`src/rtl/keypad_scan_if.sv`:
```
// Keypad-side signal bundle: row sense in, column drive and debounced key result out.
interface keypad_scan_if;
  logic [3:0] row_in;
  logic [3:0] col_out;
  logic [3:0] key;
  logic       pressed;
  logic       key_valid;

  modport master (output row_in, input col_out, key, pressed, key_valid);
  modport slave  (input row_in, output col_out, key, pressed, key_valid);
endinterface

```
`src/rtl/keypad_scan.sv`:
```
// 4x4 active-low keypad scanner: column walk, row synchronizer, tick-based
// press/release debounce, registered key code with a one-cycle accept pulse.
module keypad_scan #(
  parameter int unsigned SCAN_DIV       = 50000,
  parameter int unsigned DEBOUNCE_SCANS = 8
) (
  input  logic          clk,
  input  logic          rst_n,
  keypad_scan_if.slave  kp
);

  localparam int unsigned DIV_W = (SCAN_DIV > 1) ? $clog2(SCAN_DIV) : 1;
  localparam int unsigned CNT_W = $clog2(DEBOUNCE_SCANS + 1);
  localparam logic [DIV_W-1:0] DIV_LAST = DIV_W'(SCAN_DIV - 1);
  localparam logic [CNT_W-1:0] CNT_DONE = CNT_W'(DEBOUNCE_SCANS);

  typedef enum logic [1:0] {
    ST_SCAN     = 2'd0,
    ST_DEBOUNCE = 2'd1,
    ST_HELD     = 2'd2
  } state_e;

  logic [3:0]       sync1_q, rs_q;
  logic [DIV_W-1:0] div_q, div_d;
  logic             tick_q, tick_d;
  state_e           state_q, state_d;
  logic [1:0]       col_idx_q, col_idx_d;
  logic [3:0]       col_out_q, col_out_d;
  logic [1:0]       cand_row_q, cand_row_d;
  logic [1:0]       cand_col_q, cand_col_d;
  logic [CNT_W-1:0] cnt_q, cnt_d;
  logic [3:0]       key_q, key_d;
  logic             pressed_q, pressed_d;
  logic             key_valid_q, key_valid_d;

  logic [1:0]       sample_row_c;
  logic             rows_idle_c;
  logic [CNT_W-1:0] cnt_inc_c;

  // Lowest-index low row wins when several rows are pressed together.
  always_comb begin
    sample_row_c = 2'd0;
    if (!rs_q[0])      sample_row_c = 2'd0;
    else if (!rs_q[1]) sample_row_c = 2'd1;
    else if (!rs_q[2]) sample_row_c = 2'd2;
    else if (!rs_q[3]) sample_row_c = 2'd3;
  end

  assign rows_idle_c = &rs_q;
  assign cnt_inc_c   = (cnt_q == CNT_DONE) ? cnt_q : cnt_q + CNT_W'(1);

  // Next-state and output logic; everything advances only on a scan tick.
  always_comb begin
    state_d     = state_q;
    col_idx_d   = col_idx_q;
    cand_row_d  = cand_row_q;
    cand_col_d  = cand_col_q;
    cnt_d       = cnt_q;
    key_d       = key_q;
    pressed_d   = pressed_q;
    key_valid_d = 1'b0;
    div_d       = (div_q == DIV_LAST) ? '0 : div_q + DIV_W'(1);
    tick_d      = (div_q == DIV_LAST);

    case (state_q)
      ST_SCAN: begin
        if (tick_q) begin
          if (rows_idle_c) begin
            col_idx_d = col_idx_q + 2'd1;
          end else begin
            cand_row_d = sample_row_c;
            cand_col_d = col_idx_q;
            if (DEBOUNCE_SCANS == 1) begin
              key_d       = {sample_row_c, col_idx_q};
              pressed_d   = 1'b1;
              key_valid_d = 1'b1;
              cnt_d       = '0;
              state_d     = ST_HELD;
            end else begin
              cnt_d   = CNT_W'(1);
              state_d = ST_DEBOUNCE;
            end
          end
        end
      end

      ST_DEBOUNCE: begin
        if (tick_q) begin
          if (!rows_idle_c && (sample_row_c == cand_row_q)) begin
            if (cnt_inc_c == CNT_DONE) begin
              key_d       = {cand_row_q, cand_col_q};
              pressed_d   = 1'b1;
              key_valid_d = 1'b1;
              cnt_d       = '0;
              state_d     = ST_HELD;
            end else begin
              cnt_d = cnt_inc_c;
            end
          end else begin
            state_d   = ST_SCAN;
            col_idx_d = col_idx_q + 2'd1;
          end
        end
      end

      ST_HELD: begin
        // Column stays frozen; only the candidate row is watched for release.
        if (tick_q) begin
          if (rs_q[cand_row_q]) begin
            if (cnt_inc_c == CNT_DONE) begin
              pressed_d = 1'b0;
              cnt_d     = '0;
              state_d   = ST_SCAN;
              col_idx_d = col_idx_q + 2'd1;
            end else begin
              cnt_d = cnt_inc_c;
            end
          end else begin
            cnt_d = '0;
          end
        end
      end

      default: state_d = ST_SCAN;
    endcase

    col_out_d = ~(4'b0001 << col_idx_d);
  end

  always_ff @(posedge clk or negedge rst_n) begin
    if (!rst_n) begin
      sync1_q     <= 4'hF;
      rs_q        <= 4'hF;
      div_q       <= '0;
      tick_q      <= 1'b0;
      state_q     <= ST_SCAN;
      col_idx_q   <= 2'd0;
      col_out_q   <= 4'b1110;
      cand_row_q  <= 2'd0;
      cand_col_q  <= 2'd0;
      cnt_q       <= '0;
      key_q       <= 4'd0;
      pressed_q   <= 1'b0;
      key_valid_q <= 1'b0;
    end else begin
      sync1_q     <= kp.row_in;
      rs_q        <= sync1_q;
      div_q       <= div_d;
      tick_q      <= tick_d;
      state_q     <= state_d;
      col_idx_q   <= col_idx_d;
      col_out_q   <= col_out_d;
      cand_row_q  <= cand_row_d;
      cand_col_q  <= cand_col_d;
      cnt_q       <= cnt_d;
      key_q       <= key_d;
      pressed_q   <= pressed_d;
      key_valid_q <= key_valid_d;
    end
  end

  assign kp.col_out   = col_out_q;
  assign kp.key       = key_q;
  assign kp.pressed   = pressed_q;
  assign kp.key_valid = key_valid_q;

endmodule

```
`src/flat_wrapper.sv`:
```
// flat-port wrapper written by rule: the top's interface ports become plain ports
module keypad_scan_flat 
#(
  parameter int unsigned SCAN_DIV       = 50000,
  parameter int unsigned DEBOUNCE_SCANS = 8
)
  (clk, rst_n, kp_row_in, kp_col_out, kp_key, kp_pressed, kp_key_valid);
  keypad_scan_if kp_i ();
  input  logic clk;
  input  logic rst_n;
  input wire logic [$bits(kp_i.row_in)-1:0] kp_row_in;
  output wire logic [$bits(kp_i.col_out)-1:0] kp_col_out;
  output wire logic [$bits(kp_i.key)-1:0] kp_key;
  output wire logic [$bits(kp_i.pressed)-1:0] kp_pressed;
  output wire logic [$bits(kp_i.key_valid)-1:0] kp_key_valid;
  assign kp_i.row_in = kp_row_in;
  assign kp_col_out = kp_i.col_out;
  assign kp_key = kp_i.key;
  assign kp_pressed = kp_i.pressed;
  assign kp_key_valid = kp_i.key_valid;
  keypad_scan #(.SCAN_DIV(SCAN_DIV), .DEBOUNCE_SCANS(DEBOUNCE_SCANS)) u_core (.clk(clk), .rst_n(rst_n), .kp(kp_i));
endmodule
```
`config.mk`:
```
export PLATFORM = sky130hd
export DESIGN_NAME = keypad_scan_flat
export DESIGN_NICKNAME = d
export VERILOG_FILES = /design/src/rtl/keypad_scan_if.sv /design/src/rtl/keypad_scan.sv /design/src/flat_wrapper.sv
export SDC_FILE = /design/constraint.sdc
export NUM_CORES = 1
export LEC_CHECK = 0
export ABC_CLOCK_PERIOD_IN_PS = 5000
export BUFFER_PORTS_ARGS = -buffer_cell sky130_fd_sc_hd__buf_2
export CORE_MARGIN = 1
export CORE_UTILIZATION = 31
export CTS_CLUSTER_DIAMETER = 50
export DETAILED_ROUTE_END_ITERATION = 8
export GPL_ROUTABILITY_DRIVEN = 0
export MAX_ROUTING_LAYER = met4
export PLACE_DENSITY = 0.47
export SETUP_SLACK_MARGIN = 0.5
export SLEW_MARGIN = 10
export SYNTH_ARGS = -nofsm -noshare
export SYNTH_HDL_FRONTEND = slang
export SYNTH_SLANG_ARGS = --single-unit
```
`constraint.sdc`:
```
create_clock -name clk -period 5 [get_ports clk]
set_input_delay 1 -clock clk [delete_from_list [all_inputs] [get_ports clk]]
set_output_delay 1 -clock clk [all_outputs]
set_load 0.05 [all_outputs]
```
==> metrics.csv <==
metric;value;unit
number of global-route vias before repair;1671;
Hold Crit Depth;0;
Synth Flop Type;dfrtp_1;
fin. max-slew vios;0;
largest net degree at the start of global routing;48;
Inserted Diodes;0;
Fin. Hold Viols;0;
r2r worst-path depth;8;
Avg Inst Size Synth;10.9;um^2
layout cell share with drive strength beyond 1;22.9;%
post-DP HPWL;3190;um
Fmax;411;MHz
worst endpoint required time;5.23;ns
Setup Fix Bufs, Post-CTS;0;
share of the synthesized area in the top cell type;38.3;%
CP Class;flop to flop;
Max-cap violations;0;
Synth Cell Area;0.00235;mm^2
Pre-antenna DRT Iters;4;
Gate power share;2.3;%
transition time of the tightest slew-check pin;0.821;ns
Syn-to-layout area delta;11.2;%
synthesized flop and latch total;47;
clk_lat worst skew;0.30;ns
input/output buffers;15;
Yosys warnings;0;
internal power;491;uW
switching power total;150;uW
Via Count;1635;
# hold bufs at CTS;0;
antenna violations before repair;0;
I/O pin cnt;16;
die area;0.00795;mm^2
Setup crit end kind;flop;
FILL cells;780;
Power Dens Cells;245;mW/mm^2
Worst Hold Class;flop to flop;
Pleak;1.12;nW
Yosys cell types;57;
grt total ovfl;0;
most common cell after layout, fill and taps aside;dfrtp_1;
final setup fails;0;
status;finished, final reports clean;
Critical Path Start Type;flop;
CP Depth;8;
first-pass GRT wire length;7890;um
H-tree levels;2;
Post-synth EDFFs;0;
setup TNS;0;ns
post-route ant nets;0;
RSZ-0062 raised after global routing;false;
Core Region;0.00729;mm^2
All-Layer GR Usage;13.4;%
DR DRC count;0;
clk_skew;0.00779;ns
maximum fanout along the worst path;8;
post-synthesis async set-or-reset flop share;100;%
most frequent cells in the layout;dfrtp_1, nor2_1, buf_2;
min Tclk post-route;2.43;ns
final WL;4540;um
post-synth net total;230;
Final period util;48.6;%
Post-Syn Instances;217;
wire per inst;13.6;um
Nets;248;
Initial Util;32.3;%
DR iter-0 viols;81;
slowest CP cell;dfrtp_1;
cell family with most CP delay;compound AO/OA/AOI/OAI gates;
cells along the critical path;inv_1 -> ha_1 -> nand2_2 -> o31a_1 -> a211oi_4 -> a31oi_4 -> o32a_4 -> or3_1;
# clock sinks;47;
CTS max path bufs;2;
CP peak stage delay;0.46;ns
Die W;89.2;um
Clock Pin Slew Worst Setup and Hold Paths;0.09;ns
num rows;31;
Root Driver;clkbuf_8;
worst path arrival time;2.66;ns
Die Ht;89.2;um
CTS tree;built;
Buffers & Inverters on Critical Path;1;
dominant cell type by area after synthesis;dfrtp_1;
max_slew headroom;44.4;%
setup slack at placement;2.57;ns
post-synthesis sequential area ratio;50.5;%
Clock Power Share;36.9;%
post_cts resized;0;
final worst slack;2.57;ns
Peak VDD IR;140;uV
Seq pwr share;60.8;%
top cells by area, synth;dfrtp_1, dfstp_2, ha_1, nor2_1, mux2_2;
Sw Ratio;23.4;%
Num CTS Buffers;5;
drt via density;4.88;
kinds of logic after synthesis:
kind of cell	synth area share, %
buffers and inverters	3.08
AND/OR/NAND/NOR	19.0
AO/OA/AOI/OAI	14.6
flip-flops	50.5
adder cells (fa/ha/maj)	3.72
multiplexers	4.25
XOR/XNOR	4.84
through the flow:
step	cells	power (mW)	util (%)	area [um^2]	hold WS, ns
6_report	335	0.640	35.9	2620	0.360
5_1_grt	335	0.670	35.9	2620	0.365
4_1_cts	335	0.654	35.9	2620	0.362
3_5_place_dp	327	0.412	34.6	2530	0.347
3_3_place_gp	327	0.412	34.6	2530	0.346
2_1_floorplan	217	0.400	-	2350	0.345
metal layers:
layer / part of all wire [%] / vias to the layer above / global-route usage [%] / routed length [um]
met5: 0 / - / - / 0
met4: 0.73 / 0 / 4.04 / 33
met3: 2.7 / 2 / 2.86 / 122
met2: 46 / 24 / 20.4 / 2100
met1: 50 / 790 / 17.8 / 2290
li1: - / 819 / - / -
path summary, 6_finish.rpt:
| check | from | endpoint | slack [ns] |
|---|---|---|---|
| max | u_core.cnt_q[0]$_DFFE_PN0P_ | u_core.kp.col_out[1]$_DFF_PN1_ | 2.57 |
| min | u_core.sync1_q[1]$_DFF_PN1_ | u_core.rs_q[1]$_DFF_PN1_ | 0.36 |
| max reg2reg | u_core.cnt_q[0]$_DFFE_PN0P_ | u_core.kp.col_out[1]$_DFF_PN1_ | 2.57 |
| min reg2reg | u_core.sync1_q[1]$_DFF_PN1_ | u_core.rs_q[1]$_DFF_PN1_ | 0.36 |
| max in group asynchronous | rst_n | u_core.div_q[15]$_DFF_PN0_ | 3.81 |
| min in group asynchronous | rst_n | u_core.col_idx_q[0]$_DFF_PN0_ | 0.78 |
sequential cells by signal, summed over array words and instances (netlist names):
signal and flops:
u_core.cand_col_q 2, u_core.cand_row_q 2, u_core.cnt_q 4, u_core.col_idx_q 2, u_core.div_q 16, u_core.kp.col_out 4, u_core.kp.key 4, u_core.kp.key_valid 1
u_core.kp.pressed 1, u_core.rs_q 4, u_core.state_q 2, u_core.sync1_q 4, u_core.tick_q 1
synthesized netlist by cell type (3+ instances only):
master    count
dfrtp_1      36
mux2_2        6
nand2_1      13
ha_1          7
nand2b_1      4
nor2_1       23
o21ai_0      10
xor2_1        6
inv_1        10
nand4_1       8
nor2b_1       3
a21oi_1       7
dfstp_2      11
xnor2_1       7
nor3b_1       3
o31ai_1       3
nand3_1       8
nor3_1        5
power groups by stage:
stage	Combinational (mW)	Sequential, mW	Clock (mW)
after floorplan	0.00415	0.395	0
after global placement	0.0156	0.397	0
after detailed placement	0.0156	0.397	0
after CTS	0.0157	0.389	0.249
after global routing	0.0173	0.390	0.263
final	0.0147	0.389	0.236
area by class of cell:
type | instances | area, um^2 | area share, %
clock buffer | 5 | 68.8 | 2.63
clock inverter | 3 | 22.5 | 0.860
inverter | 10 | 37.5 | 1.43
multi-input combinational | 155 | 1090 | 41.7
sequential | 47 | 1190 | 45.5
tap | 99 | 124 | 4.73
timing repair buffer | 16 | 82.6 | 3.15
Power figures use the tool's default switching activity.
